## config.mk

```make
export PLATFORM = sky130hd
export DESIGN_NAME = slot_game_ctrl
export DESIGN_NICKNAME = d
export VERILOG_FILES = /design/src/rtl/slot_pkg.sv /design/src/rtl/slot_line_score.sv /design/src/rtl/slot_game_ctrl.sv
export SDC_FILE = /design/constraint.sdc
export NUM_CORES = 1
export LEC_CHECK = 0
export BUFFER_PORTS_ARGS = -buffer_cell sky130_fd_sc_hd__clkbuf_2
export CORE_ASPECT_RATIO = 2
export CORE_MARGIN = 3
export CORE_UTILIZATION = 45
export CTS_BUF_LIST = sky130_fd_sc_hd__clkbuf_8 sky130_fd_sc_hd__clkbuf_16
export CTS_CLUSTER_DIAMETER = 100
export CTS_CLUSTER_SIZE = 16
export DETAILED_ROUTE_END_ITERATION = 8
export HOLD_SLACK_MARGIN = 0.03
export PLACE_DENSITY = 0.65
export SLEW_MARGIN = 0
export SYNTH_ARGS = -nofsm -noshare
export SYNTH_HDL_FRONTEND = slang
export SYNTH_SLANG_ARGS = --single-unit
```

## constraint.sdc

```tcl
create_clock -name clk -period 5.96 [get_ports clk]
set_input_delay 1.192 -clock clk [delete_from_list [all_inputs] [get_ports clk]]
set_output_delay 1.192 -clock clk [all_outputs]
set_load 0.005 [all_outputs]
```

## src/rtl/slot_pkg.sv

```systemverilog
// slot_pkg: shared states, widths and symbol pay values for the slot machine controller
package slot_pkg;
  localparam int SYM_W = 3;
  localparam int CREDIT_W = 7;
  localparam int WIN_W = 5;
  typedef enum logic [2:0] {IDLE, READY, SPIN, SETTLE, EVAL, PAYOUT, LOCK} state_t;
  typedef logic [SYM_W-1:0] sym_t;
  function automatic logic [WIN_W-1:0] pay_value(input sym_t s);
    return (s >= 3'd1 && s <= 3'd4) ? WIN_W'(s) : '0;
  endfunction
  function automatic logic [WIN_W-1:0] line_pay(input sym_t a, input sym_t b, input sym_t c);
    return (a == b && b == c) ? pay_value(a) : '0;
  endfunction
endpackage

```

## src/rtl/slot_line_score.sv

```systemverilog
// slot_line_score: combinational win over the five pay lines of a sampled 3x3 window
module slot_line_score
  import slot_pkg::*;
(
  input  logic [9*SYM_W-1:0] syms,
  output logic [WIN_W-1:0]   win
);
  logic [3*SYM_W-1:0] r0, r1, r2;
  assign {r2, r1, r0} = syms;
  // three rows plus the two diagonals through the centre symbol
  always_comb begin
    win = line_pay(r0[8:6], r1[8:6], r2[8:6])
        + line_pay(r0[5:3], r1[5:3], r2[5:3])
        + line_pay(r0[2:0], r1[2:0], r2[2:0])
        + line_pay(r0[8:6], r1[5:3], r2[2:0])
        + line_pay(r0[2:0], r1[5:3], r2[8:6]);
  end
endmodule

```

## src/rtl/slot_game_ctrl.sv

```systemverilog
// slot_game_ctrl: credit, reel sequencing, scoring and cash-out control for the slot machine
module slot_game_ctrl
  import slot_pkg::*;
#(
  parameter int BET = 1,
  parameter int CREDIT_MAX = 99,
  parameter int AUTO_STOP_CYCLES = 50_000_000,
  parameter int SETTLE_CYCLES = 4
)(
  input  logic                clk,
  input  logic                clrb,
  input  logic                coin_pulse,
  input  logic                start_pulse,
  input  logic                stop_pulse,
  input  logic                cash_out_pulse,
  input  logic [3*SYM_W-1:0]  reel0_sym,
  input  logic [3*SYM_W-1:0]  reel1_sym,
  input  logic [3*SYM_W-1:0]  reel2_sym,
  output logic [2:0]          reel_run,
  output logic [CREDIT_W-1:0] credit,
  output logic [WIN_W-1:0]    win_amount,
  output logic                win_valid,
  output logic                coin_reject,
  output logic [CREDIT_W-1:0] cash_amount,
  output logic                cash_done,
  output logic                locked,
  output logic                busy
);
  localparam int TW = AUTO_STOP_CYCLES > 1 ? $clog2(AUTO_STOP_CYCLES) : 1;
  localparam int SW = SETTLE_CYCLES > 1 ? $clog2(SETTLE_CYCLES) : 1;
  localparam int CW8 = CREDIT_W + 1;
  localparam logic [TW-1:0] T_LAST = TW'(AUTO_STOP_CYCLES - 1);
  localparam logic [SW-1:0] S_LAST = SW'(SETTLE_CYCLES - 1);
  localparam logic [CREDIT_W-1:0] BET_C = CREDIT_W'(BET);
  localparam logic [CREDIT_W-1:0] MAX_C = CREDIT_W'(CREDIT_MAX);
  localparam logic [CW8-1:0] MAX8 = CW8'(CREDIT_MAX);
  state_t             state;
  logic [1:0]         idx;
  logic [TW-1:0]      timer;
  logic [SW-1:0]      scnt;
  logic [9*SYM_W-1:0] syms;
  logic [WIN_W-1:0]   score;
  logic               cash_now, bet_now, coin_ok;
  logic [CW8-1:0]     sum;
  logic [CREDIT_W-1:0] credit_sat;

  slot_line_score u_score (
    .syms (syms),
    .win  (score)
  );

  // one combined credit update per cycle: coin, bet and payout folded into a saturated sum
  always_comb begin
    cash_now = cash_out_pulse && (state == IDLE || state == READY || state == LOCK);
    bet_now = start_pulse && state == READY && !cash_now;
    coin_ok = coin_pulse && state != LOCK && (credit != MAX_C || bet_now);
    sum = CW8'(credit) + CW8'(coin_ok) + (state == PAYOUT ? CW8'(win_amount) : '0) - (bet_now ? CW8'(BET) : '0);
    credit_sat = sum > MAX8 ? MAX_C : sum[CREDIT_W-1:0];
  end

  // game sequencer with registered outputs; cash-out takes priority in the states that accept it
  always_ff @(posedge clk or negedge clrb) begin
    if (!clrb) begin
      state <= IDLE;
      reel_run <= '0;
      credit <= '0;
      win_amount <= '0;
      win_valid <= 1'b0;
      coin_reject <= 1'b0;
      cash_amount <= '0;
      cash_done <= 1'b0;
      locked <= 1'b0;
      busy <= 1'b0;
      idx <= '0;
      timer <= '0;
      scnt <= '0;
      syms <= '0;
    end else begin
      win_valid <= 1'b0;
      cash_done <= 1'b0;
      coin_reject <= coin_pulse && !coin_ok;
      credit <= credit_sat;
      if (cash_now) begin
        cash_amount <= credit_sat;
        cash_done <= 1'b1;
        credit <= '0;
        locked <= 1'b0;
        state <= IDLE;
      end else begin
        case (state)
          IDLE: if (credit_sat >= BET_C) state <= READY;
          READY: begin
            if (bet_now) begin
              reel_run <= 3'b111;
              idx <= '0;
              timer <= '0;
              busy <= 1'b1;
              state <= SPIN;
            end
          end
          SPIN: begin
            if (stop_pulse || timer == T_LAST) begin
              reel_run[idx] <= 1'b0;
              idx <= idx + 2'd1;
              timer <= '0;
              if (idx == 2'd2) begin
                scnt <= '0;
                state <= SETTLE;
              end
            end else begin
              timer <= timer + 1'b1;
            end
          end
          SETTLE: begin
            if (scnt == S_LAST) begin
              syms <= {reel2_sym, reel1_sym, reel0_sym};
              state <= EVAL;
            end else begin
              scnt <= scnt + 1'b1;
            end
          end
          EVAL: begin
            win_amount <= score;
            win_valid <= 1'b1;
            state <= PAYOUT;
          end
          PAYOUT: begin
            busy <= 1'b0;
            locked <= credit_sat == MAX_C;
            state <= credit_sat == MAX_C ? LOCK : credit_sat >= BET_C ? READY : IDLE;
          end
          default: ;
        endcase
      end
    end
  end
endmodule

```

---- After elaboration in Yosys (flattened, before gate mapping) ----
Cells that the tools add are included.
word-level totals
  flip-flop bits (word level) ............. 87
  bits of input ports ..................... 33
  output and inout bits ................... 27
  logic and storage cells ................. 145
cells by class
  add/subtract/negate cells ............... 10
  $lt $le $gt $ge ......................... 10
  equal/unequal tests ..................... 31
  multiplexer cells ....................... 43
  bitwise operators ....................... 3
  reductions and logical operators ........ 34
operators by type and width
  kind                   count
  $mux 26                2
  $pmux 26 s2            1
  $mux 3                 12
  $eq 3x3->1             10
  $mux 5                 6
  $add 26x1->26 const B  1
  $eq 26x26->1 const B   1
  $add 5x5->5            4
  $pmux 3 s6             1
  $logic_and 1x1->1      15
  $ne 3x3->1 const B     5
  $mux 7                 2
  $mux 2                 5
  $eq 3x3->1 const B     3
  $ge 3x1->1 const B     3
  $le 3x3->1 const B     3
  $mux 1                 9
  $reduce_and 3->1       3
  $add 7x1->8            1
  $add 8x5->8            1
  $gt 8x7->1 const B     1
  $ne 2x2->1 const B     4
  $pmux 2 s2             2
  $reduce_bool 2->1      4
  25 further kinds       32

---- Longest topological paths before layout ----
  depth after elaboration ................. 18
  gate-level depth with buffers ........... 18
  depth with buffers taken out ............ 16

---- By module ----
From an unflattened synthesis, not the netlist that was laid out.
second synthesis, totals
  cell total of the unflattened synthesis .. 501
  area total of the unflattened synthesis .. 5099.9 um2
by module, submodules not included
  module           instances  cells each  area each (um2)  sequential area each (um2)
  slot_game_ctrl   1          422         4449.3           2177.1
  slot_line_score  1          79          650.6            0.0

---- Least setup slack after synthesis ----
Ideal clock, no wire load.
  kind .................................... input-to-reg
  start ................................... in cash_out_pulse
  end ..................................... reg state[0]
  library setup time ...................... 0.137 ns
  arrival ................................. 4.528 ns
  required time ........................... 5.823 ns
  slack ................................... 1.295 ns
  cell stages on the path ................. 15
  path buffers ............................ 1
  path through ............................ o21ai_0 and3_1 clkbuf_1 o221ai_1 ha_1 inv_1 fa_1 fa_1 a211o_1 and3_1 o311ai_2 o211ai_1 and2_1 o211ai_1 a31oi_1
on the way
  longest elaborated chain between the ends .. 15
  elaborated cells between the ends (all ways) .. 24
  those cells by class .................... 3 x add/sub; 2 x order compare; 6 x eq/ne; 6 x mux; 7 x reduce/logical
RTL lines
  element               line                                         source
  start, declared       slot_game_ctrl.sv:15                         input logic cash_out_pulse,
  $logic_and 1x1->1 *   slot_game_ctrl.sv:54                         cash_now = cash_out_pulse && (state == IDLE || state == READY || state == LOCK);
  $logic_not 1->1       slot_game_ctrl.sv:55                         bet_now = start_pulse && state == READY && !cash_now;
  $logic_and 1x1->1     slot_game_ctrl.sv:55
  $logic_or 1x1->1      slot_game_ctrl.sv:56                         coin_ok = coin_pulse && state != LOCK && (credit != MAX_C || bet_now);
  $logic_and 1x1->1     slot_game_ctrl.sv:56
  $add 7x1->8           slot_game_ctrl.sv:57                         sum = CW8'(credit) + CW8'(coin_ok) + (state == PAYOUT ? CW8'(win_amount) : '0) - (bet_now ? CW8'(BET) : '0);
  $add 8x5->8           slot_game_ctrl.sv:57
  $sub 8x1->8           slot_game_ctrl.sv:57
  $gt 8x7->1            slot_game_ctrl.sv:58                         credit_sat = sum > MAX8 ? MAX_C : sum[CREDIT_W-1:0];
  $mux 7                slot_game_ctrl.sv:58
  $ge 7x1->1            slot_game_ctrl.sv:91, slot_game_ctrl.sv:130
  $mux 1                slot_game_ctrl.sv:130                        state <= credit_sat == MAX_C ? LOCK : credit_sat >= BET_C ? READY : IDLE;
  $mux 3                slot_game_ctrl.sv:130
  $pmux 3 s6            slot_game_ctrl.sv:90                         case (state)
  $mux 3                slot_game_ctrl.sv:83                         if (cash_now) begin
  end signal, assigned  slot_game_ctrl.sv:130
  end, declared         slot_game_ctrl.sv:37                         state_t state;
Every way passes the cells marked *; elsewhere a longest branch is shown, timed or not.
A chain may end at the register's enable or synchronous reset.

---- Worst setup path in the final report ----
  start ................................... reg state[2]
  end ..................................... reg state[0]
on the way
  longest elaborated chain between the ends .. 18
  elaborated cells between the ends (all ways) .. 37
  those cells by class .................... 3 x add/sub; 2 x order compare; 13 x eq/ne; 7 x mux; 12 x reduce/logical
RTL lines
  element                                               line
  $eq 3x1->1 / $logic_not 3->1 (equally long branches)  slot_game_ctrl.sv:54, slot_game_ctrl.sv:55, slot_game_ctrl.sv:90
  $logic_or 1x1->1 (2 in a row)                         slot_game_ctrl.sv:54
  $logic_and 1x1->1                                     slot_game_ctrl.sv:54
  $logic_not 1->1                                       slot_game_ctrl.sv:55
  $logic_and 1x1->1                                     slot_game_ctrl.sv:55
  $logic_or 1x1->1                                      slot_game_ctrl.sv:56
  $logic_and 1x1->1                                     slot_game_ctrl.sv:56
  $add 7x1->8                                           slot_game_ctrl.sv:57
  $add 8x5->8                                           slot_game_ctrl.sv:57
  $sub 8x1->8                                           slot_game_ctrl.sv:57
  $gt 8x7->1                                            slot_game_ctrl.sv:58
  $mux 7                                                slot_game_ctrl.sv:58
  $ge 7x1->1                                            slot_game_ctrl.sv:91, slot_game_ctrl.sv:130
  $mux 1                                                slot_game_ctrl.sv:130
  $mux 3                                                slot_game_ctrl.sv:130
  $pmux 3 s6                                            slot_game_ctrl.sv:90
  $mux 3                                                slot_game_ctrl.sv:83
Parallel ways exist; a longest one is shown, timed or not.

==> run summary <==
The pin slew with the least headroom to its limit came out at 1.12 ns. STA classifies the critical path startpoint as a flop. The distinct cell type count after synthesis is 64.

The post-synthesis to final-layout area growth is 13.8%. The floorplan die area came out at 12800 um^2. The power per cell area came out at 450 nW/um^2.

The run finished with clean final reports. During I/O placement, the number of pins put on the boundary was 60. The max-slew violation total from the final report came out at 0. The weighted congestion reported at the end of routability-driven placement is 0.904. The critical-path cell with the highest stage delay is sky130_fd_sc_hd__dfrtp_1. The number of hold violations in the final report came to 0. The width of the die came out at 81.5 um. The stage delay of the slowest cell on the critical path is 0.59 ns. The via count came out at 4101.

For flop-to-flop paths, the worst setup slack is 1.22 ns. The final critical-path share of the clock period is 79.6%. The average footprint of a synthesized cell came out at 9.92 um^2. The adder-cell share of the synthesized area is 9.76%. For this run, the leading register cell type out of synthesis is sky130_fd_sc_hd__dfrtp_1. The net count after synthesis is 584.

The wire length of the first global-routing pass is 19900 um. The worst-case headroom to the max-slew limit came out at 25.6%. The number of global-route vias before repair came out at 4071.

Of all nets on the critical path, the largest fanout is 13. The worst register-to-register path begins at state[2]. After clock tree synthesis, the repair step resized 0 gates. The clock root buffer master is sky130_fd_sc_hd__clkbuf_16. The max-cap violation count came out at 0. The clock period minus worst slack is 4.74 ns. The cell area after synthesis is 5130 um^2. The final cell count without fillers came out at 716.

Of all flip-flops after synthesis, the portion carrying an async set or reset was 100%. The overall fraction of global-route tracks in use is 20.6%. The die height came out at 157 um. The xor/xnor cell area share of the yosys netlist is 3.42%.

For this configuration, the core starts out at a cell density of 46.6%. The post-synthesis sequential element count is 87. The timing startpoint of the critical path is state[2].

The TritonCTS clock tree is yes. The via density per instance came out at 5.73. The mux share of post-synthesis cell area came out at 7.22%. The beginning of the worst hold path is cash_amount[3].

The required time of the worst setup path is 6.18 ns. The worst min-delay path class is flop to flop. For this design the static power due to leakage is 2.85 nW.

The clock net in this run drives a total of 87 sinks. The number of nets in the layout is 638. The number of post-CTS setup repair buffers came out at 0.

For this run, the detailed router's first-pass iteration total came to 5. The antenna diode instance count is 0. The first routing iteration left 227 violations.

Of the cells placed in the final design, the portion with a size suffix greater than 1 is 21.7%. By area, the combinational part of the netlist is dominated by simple AND/OR/NAND/NOR gates. The total length of routed wires is 12400 um. After clock tree synthesis, the clock-pin slew on the worst setup and hold paths is 0.07 ns. The synthesized netlist cell count came out at 517. The placed cell count is 700. The fmax is 211 MHz. STA classifies the critical path endpoint as a flop. The final number of setup-violating endpoints is 0.

The worst clock skew on the final layout is 0.00517 ns. The number of rows created at floorplan is 54. The simple-gate area share of the yosys netlist came out at 20.9%. The arrival time at the worst endpoint is 4.96 ns. The final routed wire length divided by cell count came out at 17.3 um. The count of H-tree levels built during CTS is 3. At the later pin of the worst-skew pair, clock insertion delay measures 0.34 ns. The number of antenna violations at the first check in global routing came out at 0. The total negative slack for setup checks is 0 ns. The number of hold buffers added after cts is 0. The post-detailed-route DRC marker count is 0. The critical path start-end classification is flop to flop. The number of buffer and inverter instances along the worst setup path is 2. In this design, the largest share of critical-path delay is due to compound AO/OA/AOI/OAI gates.

The total CTS buffers is 9. IR analysis of the VDD net gives a maximum drop of 0.189 mV. The count of warnings emitted by yosys came out at 0. Traced cell by cell, the critical path runs through inv_1, ha_1, o21ai_1, and3_1, o221ai_1, ha_1, inv_1, fa_1, fa_1, a211o_1, and3_1, o311ai_2, o211ai_1, and2_1, o211ai_1, a31oi_1. The leftover overflow at the end of global routing came out at 0. The maximum number of buffers from clock root to sink is 2.

The sequential fraction of the synthesis area is 42.5%. The count of antenna-violating nets left after detailed routing is 0. The port buffer count is 59. The maximum number of pins on one net before global-route repair is 88.

The HPWL after detailed placement came out at 9570 um. The number of enable flip-flop cells after synthesis came out at 0. The total core area came out at 11000 um^2.

Setup repair after global routing left no endpoint under its margin. The share of the synthesized area in compound gates (AO/OA/AOI/OAI) is 11.8%.
per-layer routing:
layer / track usage [%] / up-vias / wire length, um
met5: 0 / - / 0
met4: 10.9 / 0 / 597
met3: 4.24 / 38 / 556
met2: 36.9 / 115 / 6700
met1: 22.0 / 2016 / 4510
li1: - / 1932 / -
cell usage in the layout (no fill, tap or decap), types with 4 or more instances in the layout:
cell / netlist / routed
sky130_fd_sc_hd__xnor2_1: 7 / 7
sky130_fd_sc_hd__xor2_1: 13 / 13
sky130_fd_sc_hd__or3_1: 11 / 11
sky130_fd_sc_hd__inv_1: 36 / 36
sky130_fd_sc_hd__nor2_1: 50 / 50
sky130_fd_sc_hd__nand4_1: 7 / 7
sky130_fd_sc_hd__a21o_1: 6 / 6
sky130_fd_sc_hd__and2_1: 6 / 6
sky130_fd_sc_hd__o21ai_0: 19 / 18
sky130_fd_sc_hd__clkbuf_16: 0 / 9
sky130_fd_sc_hd__mux2_2: 32 / 32
sky130_fd_sc_hd__nor3_1: 11 / 11
sky130_fd_sc_hd__nand3_1: 30 / 30
sky130_fd_sc_hd__fa_1: 10 / 10
sky130_fd_sc_hd__ha_1: 24 / 24
sky130_fd_sc_hd__nor2b_1: 4 / 4
sky130_fd_sc_hd__and3_1: 16 / 16
sky130_fd_sc_hd__or2_2: 4 / 4
sky130_fd_sc_hd__dfrtp_1: 87 / 87
sky130_fd_sc_hd__clkbuf_2: 0 / 58
sky130_fd_sc_hd__a31oi_1: 7 / 7
sky130_fd_sc_hd__nand3b_1: 7 / 7
sky130_fd_sc_hd__nand2_1: 36 / 36
sky130_fd_sc_hd__a21oi_1: 13 / 13
sky130_fd_sc_hd__nor3b_1: 5 / 5
sky130_fd_sc_hd__o31ai_1: 4 / 4
worst paths after layout:
kind                                  end  cells after the start
max                              state[0]                     16
min                        cash_amount[3]                      2
max reg2reg                      state[0]                     16
min reg2reg                cash_amount[3]                      2
max in group asynchronous            busy                      1
min in group asynchronous        syms[24]                      1
area by class of cell:
| type | count | area, um^2 |
|---|---|---|
| Tap cell | 140 | 175 |
| Multi-Input combinational cell | 375 | 2730 |
| Inverter | 37 | 139 |
| Clock buffer | 10 | 239 |
| Clock inverter | 6 | 67.6 |
| Fill cell | 1031 | 5180 |
| Timing Repair Buffer | 61 | 313 |
| Sequential cell | 87 | 2180 |
power breakdown:
part	switching (W)	internal, W
logic	0.000703	0.000481
clock network	0.000243	0.000338
registers	0.000145	0.000715
total	0.00109	0.00153
cell usage after synthesis (11+ instances only):
| cell | number | area [um^2] |
|---|---|---|
| sky130_fd_sc_hd__nor3_1 | 11 | 55.1 |
| sky130_fd_sc_hd__xor2_1 | 13 | 114 |
| sky130_fd_sc_hd__and3_1 | 16 | 100 |
| sky130_fd_sc_hd__a21oi_1 | 13 | 65.1 |
| sky130_fd_sc_hd__nor2_1 | 50 | 188 |
| sky130_fd_sc_hd__nand2_1 | 36 | 135 |
| sky130_fd_sc_hd__inv_1 | 36 | 135 |
| sky130_fd_sc_hd__mux2_2 | 32 | 360 |
| sky130_fd_sc_hd__nand3_1 | 30 | 150 |
| sky130_fd_sc_hd__o21ai_0 | 19 | 95.1 |
| sky130_fd_sc_hd__ha_1 | 24 | 300 |
| sky130_fd_sc_hd__or3_1 | 11 | 68.8 |
| sky130_fd_sc_hd__dfrtp_1 | 87 | 2180 |
flip-flops by register name (all words and copies together), names as in the netlist:
signal and flops:
cash_amount 7, win_valid 1, scnt 2, locked 1, syms 27, win_amount 5, idx 2, reel_run 3
credit 7, busy 1, state 3, coin_reject 1, timer 26, cash_done 1
kinds of logic (layout without fill, tap and decap cells):
logic type               count (synthesis)  count (layout)
multiplexers                            33              33
AND/OR/NAND/NOR                        205             205
XOR/XNOR                                20              20
AO/OA/AOI/OAI                           83              83
buffers and inverters                   55             114
flip-flops                              87              87
adder cells (fa/ha/maj)                 34              34
per-stage QoR:
step                      power (W)  hold WS (ns)  utilization (%)  setup slack, ns  area (um^2)
after floorplan             0.00170         0.457                -             1.30         5130
after global placement      0.00202         0.464             50.2             1.10         5530
after detailed placement    0.00205         0.473             50.2             1.05         5530
after CTS                   0.00264         0.486             53.0             1.23         5840
after global routing        0.00283         0.504             53.0            0.869         5840
final                       0.00263         0.483             53.0             1.22         5840
worst reg2reg max path: cells and delay by family, from the launching register on:
family / cells / cell delay (ns)
AOI/OAI and AO/OA: 7 / 1.56
and+or+nand+nor: 3 / 0.72
adders and majority gates: 4 / 1.48
buffers and inverters: 2 / 0.27
DFF: 1 / 0.59
Note: power is estimated with default switching activity, not from simulation.
